## config.mk

```make
export PLATFORM = sky130hd
export DESIGN_NAME = char_pixel_fetch
export DESIGN_NICKNAME = d
export VERILOG_FILES = /design/src/rtl/video_term_pkg.sv /design/src/rtl/video_timing_gen.sv /design/src/rtl/char_pixel_fetch.sv
export SDC_FILE = /design/constraint.sdc
export NUM_CORES = 1
export LEC_CHECK = 0
export BUFFER_PORTS_ARGS = -buffer_cell sky130_fd_sc_hd__buf_4
export CAP_MARGIN = 40
export CELL_PAD_IN_SITES_DETAIL_PLACEMENT = 0
export CELL_PAD_IN_SITES_GLOBAL_PLACEMENT = 1
export CORE_UTILIZATION = 40
export DETAILED_ROUTE_END_ITERATION = 10
export PLACE_DENSITY_LB_ADDON = 0.15
export SETUP_SLACK_MARGIN = 0.2
export SYNTH_ARGS = -nofsm -noshare
export SYNTH_HDL_FRONTEND = slang
export SYNTH_HIERARCHICAL = 1
export SYNTH_SLANG_ARGS = --single-unit
```

## constraint.sdc

```tcl
create_clock -name clk -period 2 [get_ports clk]
set_clock_uncertainty 0.05 [all_clocks]
set_input_delay 0.3 -clock clk [delete_from_list [all_inputs] [get_ports clk]]
set_output_delay 0.3 -clock clk [all_outputs]
set_load 0.005 [all_outputs]
```

## src/rtl/video_term_pkg.sv

```systemverilog
// Shared widths, cursor glyph code and default raster timing for the terminal video path.
// CURSOR_BLINK_EN adds the blink-rate default.
package video_term_pkg;

  localparam int CHAR_CODE_W = 6;
  localparam int SCANLINE_W  = 3;
  localparam logic [CHAR_CODE_W-1:0] CURSOR_CODE = 6'h00;

  localparam int DOT_W  = 3;
  localparam int CELL_W = 7;
  localparam int LINE_W = 9;
  localparam int ADDR_W = 10;

  localparam int unsigned DEF_CHAR_W       = 7;
  localparam int unsigned DEF_H_CHARS      = 40;
  localparam int unsigned DEF_V_ROWS       = 24;
  localparam int unsigned DEF_H_TOTAL      = 65;
  localparam int unsigned DEF_H_SYNC_START = 48;
  localparam int unsigned DEF_H_SYNC_LEN   = 5;
  localparam int unsigned DEF_V_TOTAL      = 262;
  localparam int unsigned DEF_V_SYNC_START = 224;
  localparam int unsigned DEF_V_SYNC_LEN   = 3;
`ifdef CURSOR_BLINK_EN
  localparam int unsigned DEF_BLINK_FRAMES = 16;
  localparam int BLINK_W = 6;
`endif

  function automatic logic in_window(input int unsigned v, input int unsigned start,
                                     input int unsigned len);
    return (v >= start) && (v < start + len);
  endfunction

endpackage

```

## src/rtl/video_timing_gen.sv

```systemverilog
// Dot/cell/line counters, text row base address and sync/active decode.
// CURSOR_BLINK_EN adds a frame_end strobe for the cursor blink counter.
module video_timing_gen
  import video_term_pkg::*;
#(
  parameter int unsigned CHAR_W       = DEF_CHAR_W,
  parameter int unsigned H_CHARS      = DEF_H_CHARS,
  parameter int unsigned V_ROWS       = DEF_V_ROWS,
  parameter int unsigned H_TOTAL      = DEF_H_TOTAL,
  parameter int unsigned H_SYNC_START = DEF_H_SYNC_START,
  parameter int unsigned H_SYNC_LEN   = DEF_H_SYNC_LEN,
  parameter int unsigned V_TOTAL      = DEF_V_TOTAL,
  parameter int unsigned V_SYNC_START = DEF_V_SYNC_START,
  parameter int unsigned V_SYNC_LEN   = DEF_V_SYNC_LEN
) (
`ifdef CURSOR_BLINK_EN
  output logic                  frame_end,
`endif
  input  logic                  clk,
  input  logic                  clr_n,
  output logic [DOT_W-1:0]      dot,
  output logic [SCANLINE_W-1:0] scan,
  output logic [ADDR_W-1:0]     cell_addr,
  output logic                  active,
  output logic                  hsync_on,
  output logic                  vsync_on
);

  logic [DOT_W-1:0]  dot_q, dot_d;
  logic [CELL_W-1:0] cell_q, cell_d;
  logic [LINE_W-1:0] line_q, line_d;
  logic [ADDR_W-1:0] row_base_q, row_base_d;
  logic dot_last, cell_last, line_last;

  assign dot_last  = (32'(dot_q) == CHAR_W - 1);
  assign cell_last = (32'(cell_q) == H_TOTAL - 1);
  assign line_last = (32'(line_q) == V_TOTAL - 1);

  always_comb begin
    dot_d      = dot_last ? '0 : dot_q + 1'b1;
    cell_d     = cell_q;
    line_d     = line_q;
    row_base_d = row_base_q;
    if (dot_last) begin
      if (cell_last) begin
        cell_d = '0;
        if (line_last) begin
          line_d     = '0;
          row_base_d = '0;
        end else begin
          line_d = line_q + 1'b1;
          // advance only when the next line starts a new active text row
          if ((line_q[2:0] == 3'd7) && (32'(line_q) < V_ROWS * 8 - 1))
            row_base_d = row_base_q + ADDR_W'(H_CHARS);
        end
      end else begin
        cell_d = cell_q + 1'b1;
      end
    end
  end

  always_ff @(posedge clk or negedge clr_n) begin
    if (!clr_n) begin
      dot_q      <= '0;
      cell_q     <= '0;
      line_q     <= '0;
      row_base_q <= '0;
    end else begin
      dot_q      <= dot_d;
      cell_q     <= cell_d;
      line_q     <= line_d;
      row_base_q <= row_base_d;
    end
  end

  assign dot       = dot_q;
  assign scan      = line_q[2:0];
  assign cell_addr = row_base_q + ADDR_W'(cell_q);
  assign active    = (32'(cell_q) < H_CHARS) && (32'(line_q) < V_ROWS * 8);
  assign hsync_on  = in_window(32'(cell_q), H_SYNC_START, H_SYNC_LEN);
  assign vsync_on  = in_window(32'(line_q), V_SYNC_START, V_SYNC_LEN);
`ifdef CURSOR_BLINK_EN
  assign frame_end = dot_last && cell_last && line_last;
`endif

endmodule

```

## src/rtl/char_pixel_fetch.sv

```systemverilog
// Glyph fetch pipeline feeding the parallel-load dot shift register, plus cursor substitution.
// CURSOR_BLINK_EN: cursor glyph shown only during alternate BLINK_FRAMES-frame phases.
module char_pixel_fetch
  import video_term_pkg::*;
#(
  parameter int unsigned CHAR_W       = DEF_CHAR_W,
  parameter int unsigned H_CHARS      = DEF_H_CHARS,
  parameter int unsigned V_ROWS       = DEF_V_ROWS,
  parameter int unsigned H_TOTAL      = DEF_H_TOTAL,
  parameter int unsigned H_SYNC_START = DEF_H_SYNC_START,
  parameter int unsigned H_SYNC_LEN   = DEF_H_SYNC_LEN,
  parameter int unsigned V_TOTAL      = DEF_V_TOTAL,
  parameter int unsigned V_SYNC_START = DEF_V_SYNC_START,
  parameter int unsigned V_SYNC_LEN   = DEF_V_SYNC_LEN
`ifdef CURSOR_BLINK_EN
  , parameter int unsigned BLINK_FRAMES = DEF_BLINK_FRAMES
`endif
) (
  input  logic                             clk,
  input  logic                             clr_n,
  output logic [ADDR_W-1:0]                scr_addr,
  input  logic [CHAR_CODE_W-1:0]           scr_data,
  output logic [CHAR_CODE_W+SCANLINE_W-1:0] rom_addr,
  input  logic [7:0]                       rom_data,
  input  logic [ADDR_W-1:0]                cursor_addr,
  output logic [7:0]                       sr_p,
  output logic                             sr_load_n,
  output logic                             hsync_n,
  output logic                             vsync_n,
  output logic                             blank
);

  localparam logic [DOT_W-1:0] DOT_SCR  = DOT_W'(0);
  localparam logic [DOT_W-1:0] DOT_ROM  = DOT_W'(1);
  localparam logic [DOT_W-1:0] DOT_PAT  = DOT_W'(2);
  localparam logic [DOT_W-1:0] DOT_LOAD = DOT_W'(CHAR_W - 1);

  logic [DOT_W-1:0]      dot;
  logic [SCANLINE_W-1:0] scan;
  logic [ADDR_W-1:0]     cell_addr;
  logic active, hsync_on, vsync_on, cursor_on;

  logic [ADDR_W-1:0]                 scr_addr_q, scr_addr_d;
  logic [CHAR_CODE_W+SCANLINE_W-1:0] rom_addr_q, rom_addr_d;
  logic [7:0] pattern_q, pattern_d, sr_p_q, sr_p_d;
  logic sr_load_n_q, sr_load_n_d, hsync_n_q, hsync_n_d;
  logic vsync_n_q, vsync_n_d, blank_q, blank_d;

`ifdef CURSOR_BLINK_EN
  logic frame_end;
`endif

  video_timing_gen #(
    .CHAR_W(CHAR_W), .H_CHARS(H_CHARS), .V_ROWS(V_ROWS), .H_TOTAL(H_TOTAL),
    .H_SYNC_START(H_SYNC_START), .H_SYNC_LEN(H_SYNC_LEN), .V_TOTAL(V_TOTAL),
    .V_SYNC_START(V_SYNC_START), .V_SYNC_LEN(V_SYNC_LEN)
  ) u_timing (
`ifdef CURSOR_BLINK_EN
    .frame_end(frame_end),
`endif
    .clk(clk), .clr_n(clr_n), .dot(dot), .scan(scan), .cell_addr(cell_addr),
    .active(active), .hsync_on(hsync_on), .vsync_on(vsync_on)
  );

`ifdef CURSOR_BLINK_EN
  logic [BLINK_W-1:0] blink_cnt_q, blink_cnt_d;
  logic blink_phase_q, blink_phase_d;

  always_comb begin
    blink_cnt_d   = blink_cnt_q;
    blink_phase_d = blink_phase_q;
    if (frame_end) begin
      if (32'(blink_cnt_q) == BLINK_FRAMES - 1) begin
        blink_cnt_d   = '0;
        blink_phase_d = ~blink_phase_q;
      end else begin
        blink_cnt_d = blink_cnt_q + 1'b1;
      end
    end
  end

  always_ff @(posedge clk or negedge clr_n) begin
    if (!clr_n) begin
      blink_cnt_q   <= '0;
      blink_phase_q <= 1'b1;
    end else begin
      blink_cnt_q   <= blink_cnt_d;
      blink_phase_q <= blink_phase_d;
    end
  end

  assign cursor_on = active && (scr_addr_q == cursor_addr) && blink_phase_q;
`else
  // scr_addr_q still holds this cell's address while the ROM fetch is issued
  assign cursor_on = active && (scr_addr_q == cursor_addr);
`endif

  always_comb begin
    scr_addr_d  = scr_addr_q;
    rom_addr_d  = rom_addr_q;
    pattern_d   = pattern_q;
    sr_p_d      = sr_p_q;
    sr_load_n_d = 1'b1;
    hsync_n_d   = hsync_n_q;
    vsync_n_d   = vsync_n_q;
    blank_d     = blank_q;
    case (dot)
      DOT_SCR: if (active) scr_addr_d = cell_addr;
      DOT_ROM: rom_addr_d = {(cursor_on ? CURSOR_CODE : scr_data), scan};
      DOT_PAT: pattern_d = active ? rom_data : 8'h00;
      DOT_LOAD: begin
        // sync/blank move with the load so they track the pixels being shifted
        sr_p_d      = pattern_q;
        sr_load_n_d = 1'b0;
        hsync_n_d   = ~hsync_on;
        vsync_n_d   = ~vsync_on;
        blank_d     = ~active;
      end
      default: ;
    endcase
  end

  always_ff @(posedge clk or negedge clr_n) begin
    if (!clr_n) begin
      scr_addr_q  <= '0;
      rom_addr_q  <= '0;
      pattern_q   <= '0;
      sr_p_q      <= '0;
      sr_load_n_q <= 1'b1;
      hsync_n_q   <= 1'b1;
      vsync_n_q   <= 1'b1;
      blank_q     <= 1'b1;
    end else begin
      scr_addr_q  <= scr_addr_d;
      rom_addr_q  <= rom_addr_d;
      pattern_q   <= pattern_d;
      sr_p_q      <= sr_p_d;
      sr_load_n_q <= sr_load_n_d;
      hsync_n_q   <= hsync_n_d;
      vsync_n_q   <= vsync_n_d;
      blank_q     <= blank_d;
    end
  end

  assign scr_addr  = scr_addr_q;
  assign rom_addr  = rom_addr_q;
  assign sr_p      = sr_p_q;
  assign sr_load_n = sr_load_n_q;
  assign hsync_n   = hsync_n_q;
  assign vsync_n   = vsync_n_q;
  assign blank     = blank_q;

endmodule

```

==> metrics <==
launching point of the worst reg2reg path=u_timing/row_base_q[4]; Clock Tree Buf Depth=2; Final Util=0.5453; GR Util All Layers=0.1817; RSZ-0062 raised after global routing=yes; post-synth top area share=0.4471; part of the cycle the worst path needs=0.8761; grt ovf=0; drt first pass iters=4; max_cap viols=0; final setup TNS=0 ps; setup ws final=247.8 ps; initial antenna violation count=0; nature of the critical path endpoint=register; Layout area overhead=31.88%; I/O Pins=57; worst path cell trace=ha_4 > a21oi_4 > o21bai_1 > a21oi_2 > nor2_1 > xor2_1 > mux2_2; final hold violation count=0; Starting Density=0.4135; worst skew pair latency=340 ps; worst path arrival time=1930 ps; ANT cells=0; GP Congestion=0.8259; Max VDD drop=309.3 µV; Core ar.=8258 µm²; pre-CTS setup slack=121.0 ps; Yosys reg bits=65; root buf cell=clkbuf_8; combinational power share=0.055; Reg clk slew, reported paths=80 ps; DP HPWL=5.335 mm; total length of routed wires=7.736 mm; Multi-input gate area=1775 µm²; status=complete, no violations; Num Clock Sinks=65; actual slew at the worst max-slew pin=557.9 ps; final setup vio count=0; ys async rst share=1.000; share of layout cells above drive strength 1=0.4532; cell row count=33; Avg Inst Size Synth=11.27 µm²; critical path peak fanout=3; number of global-route vias before repair=2,324; most frequent cell after synthesis=dfrtp_1; Int Power=2.031 mW; wire length of the first global-routing pass=11.99 mm; CP Launch Point=u_timing/row_base_q[4]; top_reg_cell synth=dfrtp_1; Sequential Power Share=0.512; Sw Share=0.2304; Netlist cell types=57; Hold Crit Class=in -> reg; routed len/inst=15.47 µm; Die Y=94.39 µm; CP delay by family, top=compound AO/OA/AOI/OAI gates; Critical path buffers and inverters=0; Req. time, crit path=2180 ps; # DRC=0; min Tclk post-route=1752 ps; register area share after synthesis=0.4778; f_max=570.7 MHz; Synth Cell Area=3415 µm²; leakage=2.100 nW; Net Count, Synth=341; HP Start=rom_data[4]; CTS Buf Count=9; Crit path largest cell delay=410 ps; Area contributors post-synth=dfrtp_1 (45%), mux2_2 (6.9%), ha_1 (4.4%), nand2_1 (3.8%), xor2_1 (3.6%); CTS H-Tree Depth=3; Slowest-stage cell, CP=dfrtp_1; commonest cells in the netlist=dfrtp_1 (61), nand2_1 (35), mux2_2 (21); Post-synth EDFFs=0; crit path kind=reg -> reg; 1st-iter DRT viols=120; Rel. slew slack=0.6281; largest net degree at the start of global routing=46; CTS tree=built; Max Slew Vio Count=0; Synthesis Warnings=6; startpoint types=register; Net Switching=0.6080 mW; sequential cell area=1642 µm²; die area=8909 µm²; Syn Inst Count=303; number of nets with antenna violations after routing=0; via count=2,607; clock power share=0.433; Avg Vias per Cell=5.214; Die W=94.39 µm; port bufs=56; Fill cells=748; power density over cell area=586.1 nW/µm²; Synth area leader=dfrtp_1; nets=428
tightest hold or removal path, stage by stage:
cell     delay (ps)
buf_4           110
nand2_1          50
o21ai_1          50
final cells by class:
class,count,share of cell area
Tap cell,105,0.02917
Inverter,6,0.005001
Clock inverter,6,0.01473
Timing Repair Buffer,94,0.1617
Multi-Input combinational cell,214,0.3943
Sequential cell,65,0.3645
Clock buffer,10,0.03056
cells in the final DEF, fill, tap and decap left out, drive strengths merged, types with 4 or more instances in the layout:
cell,Yosys,final
mux2,21,21
dfrtp,61,61
buf,16,93
and4,5,5
inv,6,7
dfstp,4,4
nand2,37,37
nand3,11,11
nand4,5,5
xnor2,9,9
o21ai,28,28
clkbuf,2,10
a21oi,8,8
a31oi,8,8
ha,12,12
nor2,11,11
mux2i,8,8
xor2,14,14
cell families after synthesis:
| logic type | count (synthesis) | synth area share |
|---|---|---|
| buf+inv | 24 | 0.04617 |
| other cells | 1 | 0.001098 |
| mux | 29 | 0.09271 |
| compound gates | 58 | 0.1158 |
| simple gates | 91 | 0.1634 |
| xor+xnor | 23 | 0.05900 |
| flops | 65 | 0.4778 |
| fa+ha+maj | 12 | 0.04397 |
through the flow:
step | power [mW] | hold WS, ps | cell area (µm²) | instances
final | 2.639 | 145.9 | 4503 | 500
after global placement | 1.520 | 158.6 | 3970 | 459
after detailed placement | 1.523 | 161.5 | 3970 | 459
after CTS | 2.678 | 132.2 | 4278 | 486
after global routing | 2.756 | 124.1 | 4503 | 500
after floorplan | 1.417 | -45.59 | 3432 | 303
power groups by stage:
stage | sequential [mW] | clock [mW] | combinational (mW)
after floorplan | 1.38 | 0 | 0.0402
after global placement | 1.38 | 0 | 0.144
after detailed placement | 1.38 | 0 | 0.145
after CTS | 1.35 | 1.18 | 0.147
after global routing | 1.36 | 1.24 | 0.161
final | 1.35 | 1.14 | 0.144
flip-flops by register name (all words and copies together) (netlist names):
register,count
hsync_n,1
pattern_q,8
u_timing/line_q,9
sr_load_n,1
u_timing/cell_q,7
rom_addr,9
scr_addr,10
u_timing/dot,3
vsync_n,1
blank,1
u_timing/row_base_q,7
sr_p,8
path summary, 6_finish.rpt:
check | cells after the start | endpoint | slack, ps
worst max-delay path | 7 | scr_addr[9] | 250
worst min-delay path | 3 | pattern_q[4] | 150
worst max register to register | 7 | scr_addr[9] | 250
worst min register to register | 2 | pattern_q[6] | 430
max in group asynchronous | 3 | blank | 980
min in group asynchronous | 2 | u_timing/line_q[4] | 330
metal layers:
| metal | up-vias | wire length [µm] | track usage |
|---|---|---|---|
| met5 | - | 0 | 0 |
| met4 | 0 | 78 | 0.06154 |
| met3 | 8 | 352 | 0.04911 |
| met2 | 61 | 3442 | 0.2566 |
| met1 | 1285 | 3862 | 0.2663 |
| li1 | 1253 | - | - |
timing repair:
| item | in CTS | in global routing |
|---|---|---|
| hold buffers | 1 | 0 |
| endpoints found under the setup margin | 12 | 22 |
| pin swaps | 3 | 10 |
| resized for setup | 5 | 33 |
| hold endpoints to repair | 19 | 0 |
| gates cloned | 1 | 0 |
| setup buffers | 9 | 14 |
(Power assumes the default switching activity.)
